===== config.mk =====
export PLATFORM = sky130hd
export DESIGN_NAME = mem_port_arbiter_flat
export DESIGN_NICKNAME = d
export VERILOG_FILES = /design/src/rtl/mem_port_arbiter_pkg.sv /design/src/rtl/mem_port_arbiter_if.sv /design/src/rtl/mem_port_arbiter_streak_ctrl.sv /design/src/rtl/mem_port_arbiter.sv /design/src/flat_wrapper.sv
export SDC_FILE = /design/constraint.sdc
export NUM_CORES = 1
export LEC_CHECK = 0
export CORE_AREA = 2 2 129 106
export DETAILED_ROUTE_END_ITERATION = 16
export DIE_AREA = 0 0 131 108
export HOLD_SLACK_MARGIN = 0.08
export PLACE_DENSITY = 0.83
export RECOVER_POWER = 25
export SETUP_SLACK_MARGIN = 0.4
export SLEW_MARGIN = 20
export SYNTH_ARGS = -nofsm -noshare
export SYNTH_HDL_FRONTEND = slang
export SYNTH_SLANG_ARGS = --single-unit

===== constraint.sdc =====
create_clock -name clk -period 3.11 [get_ports clk]
set_input_delay 0.622 -clock clk [delete_from_list [all_inputs] [get_ports clk]]
set_output_delay 0.622 -clock clk [all_outputs]
set_load 0.01 [all_outputs]

===== src/rtl/mem_port_arbiter_pkg.sv =====
`default_nettype none
// ============================================================================
//  Module      : arb_pkg (package)
//  Description : Shared types and constants for mem_port_arbiter. It holds
//                the FSM state encoding, the owner tag of the in-flight
//                transaction, and a helper that sizes the streak counter.
//  Revision    : 1.0 - initial release
// ============================================================================
package arb_pkg;

    typedef enum logic [1:0] {
        IDLE     = 2'd0,
        WAIT_GNT = 2'd1,
        WAIT_RSP = 2'd2
    } arb_state_t;

    typedef enum logic {
        OWN_DATA  = 1'b0,
        OWN_FETCH = 1'b1
    } arb_owner_t;

    localparam int DEF_ADDR_WIDTH = 32;
    localparam int DEF_DATA_WIDTH = 32;
    localparam int BE_WIDTH       = DEF_DATA_WIDTH / 8;

    // The counter must be able to hold the value max_streak itself.
    function automatic int streak_width(input int max_streak);
        return (max_streak < 1) ? 1 : $clog2(max_streak + 1);
    endfunction

endpackage : arb_pkg
`default_nettype wire


===== src/rtl/mem_port_arbiter_if.sv =====
`default_nettype none
// ============================================================================
//  Module      : mem_port_arbiter_if
//  Description : Bundles the fetch port, the data port and the memory port
//                of the arbiter.
//                  slave  : view from the arbiter
//                  master : view from the environment (pipeline + memory)
//  Ports       : Fetch*  - instruction read requester
//                Data*   - load/store requester
//                Stall*  - per-requester stall outputs
//                Mem*    - single-port memory handshake
//  Revision    : 1.0 - initial release
// ============================================================================
interface mem_port_arbiter_if #(
    parameter int ADDR_WIDTH = 32,
    parameter int DATA_WIDTH = 32
);
    localparam int BEW = DATA_WIDTH / 8;

    logic                  FetchReq;
    logic [ADDR_WIDTH-1:0] FetchAddr;
    logic [DATA_WIDTH-1:0] FetchRdata;
    logic                  FetchValid;

    logic                  DataReq;
    logic                  DataWe;
    logic [ADDR_WIDTH-1:0] DataAddr;
    logic [DATA_WIDTH-1:0] DataWdata;
    logic [BEW-1:0]        DataBe;
    logic [DATA_WIDTH-1:0] DataRdata;
    logic                  DataValid;

    logic                  StallFetch;
    logic                  StallData;

    logic                  MemReq;
    logic                  MemWe;
    logic [ADDR_WIDTH-1:0] MemAddr;
    logic [DATA_WIDTH-1:0] MemWdata;
    logic [BEW-1:0]        MemBe;
    logic                  MemGnt;
    logic                  MemRvalid;
    logic [DATA_WIDTH-1:0] MemRdata;

    modport slave (
        input  FetchReq, FetchAddr,
        input  DataReq, DataWe, DataAddr, DataWdata, DataBe,
        input  MemGnt, MemRvalid, MemRdata,
        output FetchRdata, FetchValid,
        output DataRdata, DataValid,
        output StallFetch, StallData,
        output MemReq, MemWe, MemAddr, MemWdata, MemBe
    );

    modport master (
        output FetchReq, FetchAddr,
        output DataReq, DataWe, DataAddr, DataWdata, DataBe,
        output MemGnt, MemRvalid, MemRdata,
        input  FetchRdata, FetchValid,
        input  DataRdata, DataValid,
        input  StallFetch, StallData,
        input  MemReq, MemWe, MemAddr, MemWdata, MemBe
    );

endinterface : mem_port_arbiter_if
`default_nettype wire


===== src/rtl/mem_port_arbiter_streak_ctrl.sv =====
`default_nettype none
// ============================================================================
//  Module      : arb_streak_ctrl
//  Description : Fixed data-first priority with a starvation guard. It
//                counts consecutive data grants made while fetch waits. Once
//                the count reaches MAX_DATA_STREAK, fetch wins the next
//                arbitration.
//  Ports       : clk, rst   - clock, asynchronous active-high reset
//                fetch_req  - fetch requester is waiting
//                data_req   - data requester is waiting
//                grant_en   - an arbitration is committed this cycle
//                winner     - combinational winner of the current arbitration
//  Revision    : 1.0 - initial release
// ============================================================================
module arb_streak_ctrl
    import arb_pkg::*;
#(
    parameter int MAX_DATA_STREAK = 4
) (
    input  logic       clk,
    input  logic       rst,
    input  logic       fetch_req,
    input  logic       data_req,
    input  logic       grant_en,
    output arb_owner_t winner
);

    localparam int              CW         = streak_width(MAX_DATA_STREAK);
    localparam logic [CW-1:0]   STREAK_MAX = CW'(MAX_DATA_STREAK);

    logic [CW-1:0] streak_q;
    logic [CW-1:0] streak_d;
    logic          limit_hit;

    assign limit_hit = (streak_q >= STREAK_MAX);

    // Data wins whenever it asks. The exception is a waiting fetch that has
    // already been passed over MAX_DATA_STREAK times in a row.
    always_comb begin
        winner = OWN_DATA;
        if (fetch_req && (!data_req || limit_hit)) begin
            winner = OWN_FETCH;
        end
    end

    always_comb begin
        streak_d = streak_q;
        if (grant_en) begin
            if (winner == OWN_FETCH) begin
                streak_d = '0;
            end else if (fetch_req) begin
                streak_d = limit_hit ? STREAK_MAX : (streak_q + CW'(1));
            end else begin
                // No one was starved by this grant, so the streak restarts.
                streak_d = '0;
            end
        end
    end

    always_ff @(posedge clk or posedge rst) begin
        if (rst) begin
            streak_q <= '0;
        end else begin
            streak_q <= streak_d;
        end
    end

endmodule : arb_streak_ctrl
`default_nettype wire


===== src/rtl/mem_port_arbiter.sv =====
`default_nettype none
// ============================================================================
//  Module      : mem_port_arbiter
//  Description : Shares one single-port memory between the fetch stage and
//                the memory stage. It runs one transaction at a time through
//                IDLE -> WAIT_GNT -> WAIT_RSP. The winner's attributes are
//                latched into the Mem* registers at arbitration.
//  Ports       : clk  - clock, rising edge
//                rst  - asynchronous active-high reset
//                bus  - mem_port_arbiter_if.slave (fetch, data, stall and
//                       memory ports)
//  Revision    : 1.0 - initial release
// ============================================================================
module mem_port_arbiter
    import arb_pkg::*;
#(
    parameter int ADDR_WIDTH      = DEF_ADDR_WIDTH,
    parameter int DATA_WIDTH      = DEF_DATA_WIDTH,
    parameter int MAX_DATA_STREAK = 4
) (
    input  logic               clk,
    input  logic               rst,
    mem_port_arbiter_if.slave  bus
);

    localparam int BEW = DATA_WIDTH / 8;

    arb_state_t            state_q,     state_d;
    arb_owner_t            owner_q,     owner_d;
    logic                  mem_req_q,   mem_req_d;
    logic                  mem_we_q,    mem_we_d;
    logic [ADDR_WIDTH-1:0] mem_addr_q,  mem_addr_d;
    logic [DATA_WIDTH-1:0] mem_wdata_q, mem_wdata_d;
    logic [BEW-1:0]        mem_be_q,    mem_be_d;

    logic       any_req;
    logic       arb_en;
    logic       rsp_hit;
    arb_owner_t winner;

    assign any_req = bus.FetchReq | bus.DataReq;
    assign arb_en  = (state_q == IDLE) && any_req;

    // A response counts only while one is outstanding. Stray MemRvalid
    // pulses in other states are dropped.
    assign rsp_hit = (state_q == WAIT_RSP) && bus.MemRvalid;

    arb_streak_ctrl #(
        .MAX_DATA_STREAK (MAX_DATA_STREAK)
    ) u_streak_ctrl (
        .clk       (clk),
        .rst       (rst),
        .fetch_req (bus.FetchReq),
        .data_req  (bus.DataReq),
        .grant_en  (arb_en),
        .winner    (winner)
    );

    always_comb begin
        state_d     = state_q;
        owner_d     = owner_q;
        mem_req_d   = mem_req_q;
        mem_we_d    = mem_we_q;
        mem_addr_d  = mem_addr_q;
        mem_wdata_d = mem_wdata_q;
        mem_be_d    = mem_be_q;

        case (state_q)
            IDLE: begin
                if (any_req) begin
                    owner_d   = winner;
                    mem_req_d = 1'b1;
                    state_d   = WAIT_GNT;
                    if (winner == OWN_FETCH) begin
                        mem_we_d    = 1'b0;
                        mem_addr_d  = bus.FetchAddr;
                        mem_wdata_d = '0;
                        mem_be_d    = '0;
                    end else begin
                        mem_we_d    = bus.DataWe;
                        mem_addr_d  = bus.DataAddr;
                        mem_wdata_d = bus.DataWdata;
                        mem_be_d    = bus.DataBe;
                    end
                end
            end
            WAIT_GNT: begin
                if (bus.MemGnt) begin
                    mem_req_d = 1'b0;
                    state_d   = WAIT_RSP;
                end
            end
            WAIT_RSP: begin
                if (bus.MemRvalid) begin
                    state_d = IDLE;
                end
            end
            default: begin
                state_d   = IDLE;
                mem_req_d = 1'b0;
            end
        endcase
    end

    always_ff @(posedge clk or posedge rst) begin
        if (rst) begin
            state_q     <= IDLE;
            owner_q     <= OWN_DATA;
            mem_req_q   <= 1'b0;
            mem_we_q    <= 1'b0;
            mem_addr_q  <= '0;
            mem_wdata_q <= '0;
            mem_be_q    <= '0;
        end else begin
            state_q     <= state_d;
            owner_q     <= owner_d;
            mem_req_q   <= mem_req_d;
            mem_we_q    <= mem_we_d;
            mem_addr_q  <= mem_addr_d;
            mem_wdata_q <= mem_wdata_d;
            mem_be_q    <= mem_be_d;
        end
    end

    assign bus.MemReq   = mem_req_q;
    assign bus.MemWe    = mem_we_q;
    assign bus.MemAddr  = mem_addr_q;
    assign bus.MemWdata = mem_wdata_q;
    assign bus.MemBe    = mem_be_q;

    // Completion is reported in the same cycle as MemRvalid, so read data
    // passes straight through to both requesters.
    assign bus.FetchValid = rsp_hit && (owner_q == OWN_FETCH);
    assign bus.DataValid  = rsp_hit && (owner_q == OWN_DATA);
    assign bus.FetchRdata = bus.MemRdata;
    assign bus.DataRdata  = bus.MemRdata;

    assign bus.StallFetch = bus.FetchReq & ~bus.FetchValid;
    assign bus.StallData  = bus.DataReq  & ~bus.DataValid;

endmodule : mem_port_arbiter
`default_nettype wire

===== src/flat_wrapper.sv =====
// flat-port wrapper written by rule: the top's interface ports become plain ports
module mem_port_arbiter_flat import arb_pkg::*;
#(
    parameter int ADDR_WIDTH      = DEF_ADDR_WIDTH,
    parameter int DATA_WIDTH      = DEF_DATA_WIDTH,
    parameter int MAX_DATA_STREAK = 4
)
  (clk, rst, bus_FetchReq, bus_FetchAddr, bus_DataReq, bus_DataWe, bus_DataAddr, bus_DataWdata, bus_DataBe, bus_MemGnt, bus_MemRvalid, bus_MemRdata, bus_FetchRdata, bus_FetchValid, bus_DataRdata, bus_DataValid, bus_StallFetch, bus_StallData, bus_MemReq, bus_MemWe, bus_MemAddr, bus_MemWdata, bus_MemBe);
  mem_port_arbiter_if #(.ADDR_WIDTH(ADDR_WIDTH), .DATA_WIDTH(DATA_WIDTH)) bus_i ();
  input  logic clk;
  input  logic rst;
  input wire logic [$bits(bus_i.FetchReq)-1:0] bus_FetchReq;
  input wire logic [$bits(bus_i.FetchAddr)-1:0] bus_FetchAddr;
  input wire logic [$bits(bus_i.DataReq)-1:0] bus_DataReq;
  input wire logic [$bits(bus_i.DataWe)-1:0] bus_DataWe;
  input wire logic [$bits(bus_i.DataAddr)-1:0] bus_DataAddr;
  input wire logic [$bits(bus_i.DataWdata)-1:0] bus_DataWdata;
  input wire logic [$bits(bus_i.DataBe)-1:0] bus_DataBe;
  input wire logic [$bits(bus_i.MemGnt)-1:0] bus_MemGnt;
  input wire logic [$bits(bus_i.MemRvalid)-1:0] bus_MemRvalid;
  input wire logic [$bits(bus_i.MemRdata)-1:0] bus_MemRdata;
  output wire logic [$bits(bus_i.FetchRdata)-1:0] bus_FetchRdata;
  output wire logic [$bits(bus_i.FetchValid)-1:0] bus_FetchValid;
  output wire logic [$bits(bus_i.DataRdata)-1:0] bus_DataRdata;
  output wire logic [$bits(bus_i.DataValid)-1:0] bus_DataValid;
  output wire logic [$bits(bus_i.StallFetch)-1:0] bus_StallFetch;
  output wire logic [$bits(bus_i.StallData)-1:0] bus_StallData;
  output wire logic [$bits(bus_i.MemReq)-1:0] bus_MemReq;
  output wire logic [$bits(bus_i.MemWe)-1:0] bus_MemWe;
  output wire logic [$bits(bus_i.MemAddr)-1:0] bus_MemAddr;
  output wire logic [$bits(bus_i.MemWdata)-1:0] bus_MemWdata;
  output wire logic [$bits(bus_i.MemBe)-1:0] bus_MemBe;
  assign bus_i.FetchReq = bus_FetchReq;
  assign bus_i.FetchAddr = bus_FetchAddr;
  assign bus_i.DataReq = bus_DataReq;
  assign bus_i.DataWe = bus_DataWe;
  assign bus_i.DataAddr = bus_DataAddr;
  assign bus_i.DataWdata = bus_DataWdata;
  assign bus_i.DataBe = bus_DataBe;
  assign bus_i.MemGnt = bus_MemGnt;
  assign bus_i.MemRvalid = bus_MemRvalid;
  assign bus_i.MemRdata = bus_MemRdata;
  assign bus_FetchRdata = bus_i.FetchRdata;
  assign bus_FetchValid = bus_i.FetchValid;
  assign bus_DataRdata = bus_i.DataRdata;
  assign bus_DataValid = bus_i.DataValid;
  assign bus_StallFetch = bus_i.StallFetch;
  assign bus_StallData = bus_i.StallData;
  assign bus_MemReq = bus_i.MemReq;
  assign bus_MemWe = bus_i.MemWe;
  assign bus_MemAddr = bus_i.MemAddr;
  assign bus_MemWdata = bus_i.MemWdata;
  assign bus_MemBe = bus_i.MemBe;
  mem_port_arbiter #(.ADDR_WIDTH(ADDR_WIDTH), .DATA_WIDTH(DATA_WIDTH), .MAX_DATA_STREAK(MAX_DATA_STREAK)) u_core (.clk(clk), .rst(rst), .bus(bus_i));
endmodule

==> tab_implementation.tex <==
\begin{tabular}{lr}
\hline
Metric & Value \\
\hline
\multicolumn{2}{l}{\textbf{Timing}} \\
Hold slack final & between 0.4 and 0.5 ns \\
Worst-case clock skew & approximately 0.0042 ns \\
Clock period minus final worst setup slack & approximately 2.7 ns \\
Total negative setup slack & 0 ns \\
Setup WS post-layout & around 0.44 ns \\
Final period util & 0.8600 \\
Final hold viol count & 0 \\
Max-slew headroom at the worst pin & -0.1906 \\
RSZ-0062 raised after global routing & true \\
Final setup viols & 0 \\
Least-Margin Pin Slew & around 1.8 ns \\
Max Slew Vio Count & 38 \\
Highest Clock Rate & between 300 and 400 MHz \\
\multicolumn{2}{l}{\textbf{Floorplan}} \\
Number of top-level pins & 277 \\
Starting density of the core & 0.2952 \\
Die outline area & between 0.01 and 0.015 sq mm \\
Area of the placeable core & approximately 0.013 sq mm \\
DIE WIDTH & $\sim$130 microns \\
Die H & roughly 110 microns \\
Number of placement rows & 37 \\
\multicolumn{2}{l}{\textbf{Clock tree}} \\
Number of levels in the clock H-tree & 3 \\
Count of buffers added by post-CTS timing repair for setup & 0 \\
Cell chosen for the clock root & sky130\_fd\_sc\_hd\_\_clkbuf\_16 \\
Clock tree from TritonCTS & yes \\
Maximum buffer depth of the clock tree & 2 \\
Clock slew at the register clock pins of the worst setup and hold paths & 0.06 ns \\
CTS sink count & 76 \\
Num CTS Buffers & 9 \\
Clk\_lat worst skew & between 0.3 and 0.4 ns \\
\multicolumn{2}{l}{\textbf{Detailed routing}} \\
Vias after detailed routing & about 3,300 \\
DRC violation total after the first TritonRoute iteration & between 150 and 200 \\
Routed vias/inst & 5.021 \\
Wire per inst & 17.44 microns \\
Final ANT Viol Nets & 0 \\
Total iterations of the first detailed-routing run & 5 \\
Post-Route WL & $\sim$11 mm \\
Drt drc & 0 \\
\multicolumn{2}{l}{\textbf{Logic synthesis}} \\
Number of distinct library cells after synthesis & 23 \\
Part of the Yosys area used for sequential elements & 0.5060 \\
Mapped Cells & between 300 and 400 \\
Average cell area after synthesis & a little over 10 sq um \\
Post-synthesis instance area & between 0.003 and 0.004 sq mm \\
Synth Register Bits & 76 \\
Warnings, synthesis & 0 \\
Net Count, Synth & 513 \\
\multicolumn{2}{l}{\textbf{Power and ir drop}} \\
Pleak & around 0.0022 uW \\
Power per standard cell area & about 900 mW/mm\^{}2 \\
Worst IR Drop VDD & 404.0 uV \\
\multicolumn{2}{l}{\textbf{Placement}} \\
Port bufs & 180 \\
Final Wtd Congestion & 0.7641 \\
Area of placed instances & roughly 0.0052 sq mm \\
Worst-case setup slack after placement & roughly 0.46 ns \\
Detailed placer's ending HPWL & around 8.1 mm \\
\multicolumn{2}{l}{\textbf{Hold path}} \\
HP Start & u\_core.bus.MemReq\$\_DFFE\_PP0P\_ \\
Min-delay worst type & register to register \\
\multicolumn{2}{l}{\textbf{Run}} \\
Maximum capacitance violations & 1 \\
\multicolumn{2}{l}{\textbf{Worst setup path}} \\
Largest fanout of any net on the critical path & 2 \\
R2r setup slk & between 1 and 1.5 ns \\
Req. time, crit path & 2.49 ns \\
Endpoint kind of the worst setup timing path & output port \\
CP Data Arrival Time & around 2.1 ns \\
Startpoint kind of the worst setup timing path & input pin \\
Worst Setup EP & bus\_FetchValid \\
Slowest cell delay on critical path & around 0.6 ns \\
Depth of the worst register-to-register path & 3 \\
Worst r2r dst & u\_core.u\_streak\_ctrl.streak\_q[0]\$\_DFFE\_PP0P\_ \\
Launch point of the worst path & bus\_MemRvalid \\
Slowest CP cell & sky130\_fd\_sc\_hd\_\_clkdlybuf4s50\_1 \\
Startpoint of the most critical register-to-register path & u\_core.state\_q[1]\$\_DFFE\_PP0P\_ \\
Crit Path Category & input pin to output port \\
Cell breakdown of the critical path & clkdlybuf4s50\_1 -> inv\_1 -> nor3\_1 -> clkdlybuf4s50\_1 \\
Dominant cell type by count on the critical path & sky130\_fd\_sc\_hd\_\_clkdlybuf4s50\_1 \\
\multicolumn{2}{l}{\textbf{Global route}} \\
Global-route wire length before repair & roughly 17 mm \\
Overall Global Routing Usage & 0.1595 \\
Initial antenna violation count & 0 \\
Sum of overflow across all layers after global routing & 0 \\
Number of global-route vias before repair & roughly 3,400 \\
Maximum number of pins on one net before global-route repair & 43 \\
\multicolumn{2}{l}{\textbf{Layout}} \\
Leading cell type in the layout, fill and taps excluded & sky130\_fd\_sc\_hd\_\_clkdlybuf4s50\_1 \\
Area used by multi-input combinational logic & approximately 0.0012 sq mm \\
Most used cells in the layout excluding fill and tap cells & sky130\_fd\_sc\_hd\_\_clkdlybuf4s50\_1 (177), sky130\_fd\_sc\_hd\_\_dfrtp\_1 (76), sky130\_fd\_sc\_hd\_\_a22o\_1 (39) \\
\# fillers & 1,177 \\
Synthesis-to-layout area growth & 47.74\% \\
End-of-flow core utilization & 0.4362 \\
ANT cells & 0 \\
Storage element area & around 0.0019 sq mm \\
Share of post-route cells with drive strength above 1 & 0.07261 \\
Final-stage net count & between 600 and 700 \\
Final instance area & 0.005553 sq mm \\
\multicolumn{2}{l}{\textbf{Outcome}} \\
Violated checks & max-capacitance violations, max-slew violations \\
Outcome & complete, but fails checks \\
\hline
\end{tabular}
-- metal layers --
metal	GRT usage	wire length (microns)	share of wire	vias to the layer above
met5	0	0	0	-
met4	0.06307	221	0.019	0
li1	-	-	-	1490
met1	0.1843	4547	0.40	1607
met3	0.04552	927	0.081	28
met2	0.2783	5762	0.50	174
-- logic make-up (layout without fill, tap and decap cells) --
group | after synthesis | after routing | synth area share
AOI/OAI and AO/OA | 140 | 140 | 0.2403
adders and majority gates | 2 | 2 | 0.006657
buffers and inverters | 102 | 212 | 0.1764
DFF | 76 | 76 | 0.5060
muxes | 1 | 1 | 0.002996
and+or+nand+nor | 51 | 51 | 0.06758
-- flip-flops by register name, summed over array words and instances, names as in the netlist --
| signal | cells |
|---|---|
| u_core.owner_q | 1 |
| u_core.state_q | 2 |
| u_core.u_streak_ctrl.streak_q | 3 |
| u_core.bus.MemAddr | 32 |
| u_core.bus.MemWe | 1 |
| u_core.bus.MemReq | 1 |
| u_core.bus.MemBe | 4 |
| u_core.bus.MemWdata | 32 |
-- area by class of cell --
type	count	area share
Tap cell	175	0.03943
Clock inverter	7	0.01487
Inverter	7	0.004957
Multi-Input combinational cell	194	0.2197
Timing Repair Buffer	189	0.3380
Sequential cell	76	0.3425
Clock buffer	9	0.04056
-- what timing repair did --
item	CTS	global route
gates resized for setup	0	1
endpoints found under the setup margin	0	1
hold buffers	0	0
-- synth_stat cells (all sizes together) --
cell | instances | area, sq um
buf | 81 | 584.3
dfrtp | 76 | 1902
a22o | 39 | 341.6
o21ai | 34 | 170.2
a21oi | 33 | 165.2
nand3 | 33 | 165.2
a31oi | 32 | 200.2
clkbuf | 14 | 52.55
inv | 7 | 26.28
nand2 | 6 | 25.03
nor2 | 4 | 15.01
nor3 | 3 | 15.01
ha | 2 | 25.02
nand2b | 2 | 12.51
or2 | 2 | 15.02
a211oi | 1 | 20.02
mux2 | 1 | 11.26
nor2b | 1 | 6.260
o22ai | 1 | 6.260
-- power by group --
part	leakage [uW]	switching, uW	internal [uW]
Sequential	0.000918	269	1440
Clock	0.000145	439	634
Combinational	0.00115	1040	1230
Total	0.00222	1750	3300
-- worst min-delay path by stage --
stage / endpoint / slack, ns / depth (start not counted)
2_1_floorplan: u_core.u_streak_ctrl.streak_q[1]$_DFFE_PP0P_ / 0.50 / 1
3_3_place_gp: u_core.bus.MemReq$_DFFE_PP0P_ / 0.47 / 2
3_5_place_dp: u_core.bus.MemReq$_DFFE_PP0P_ / 0.48 / 2
4_1_cts: u_core.bus.MemReq$_DFFE_PP0P_ / 0.50 / 2
5_1_grt: u_core.bus.MemWe$_DFFE_PP0P_ / 0.53 / 1
6_report: u_core.bus.MemReq$_DFFE_PP0P_ / 0.48 / 2
-- critical path, delay by kind of cell --
family	cells	cell delay [ns]
and+or+nand+nor	1	0.25
buffers and inverters	3	1.18
-- metrics by stage --
stage | std cells | power [uW]
after CTS | 657 | 5111
after floorplan | 372 | 2841
final | 657 | 5054
after detailed placement | 641 | 4002
after global routing | 657 | 5370
after global placement | 641 | 3912
No activity file was read; power rests on OpenSTA's default activity.
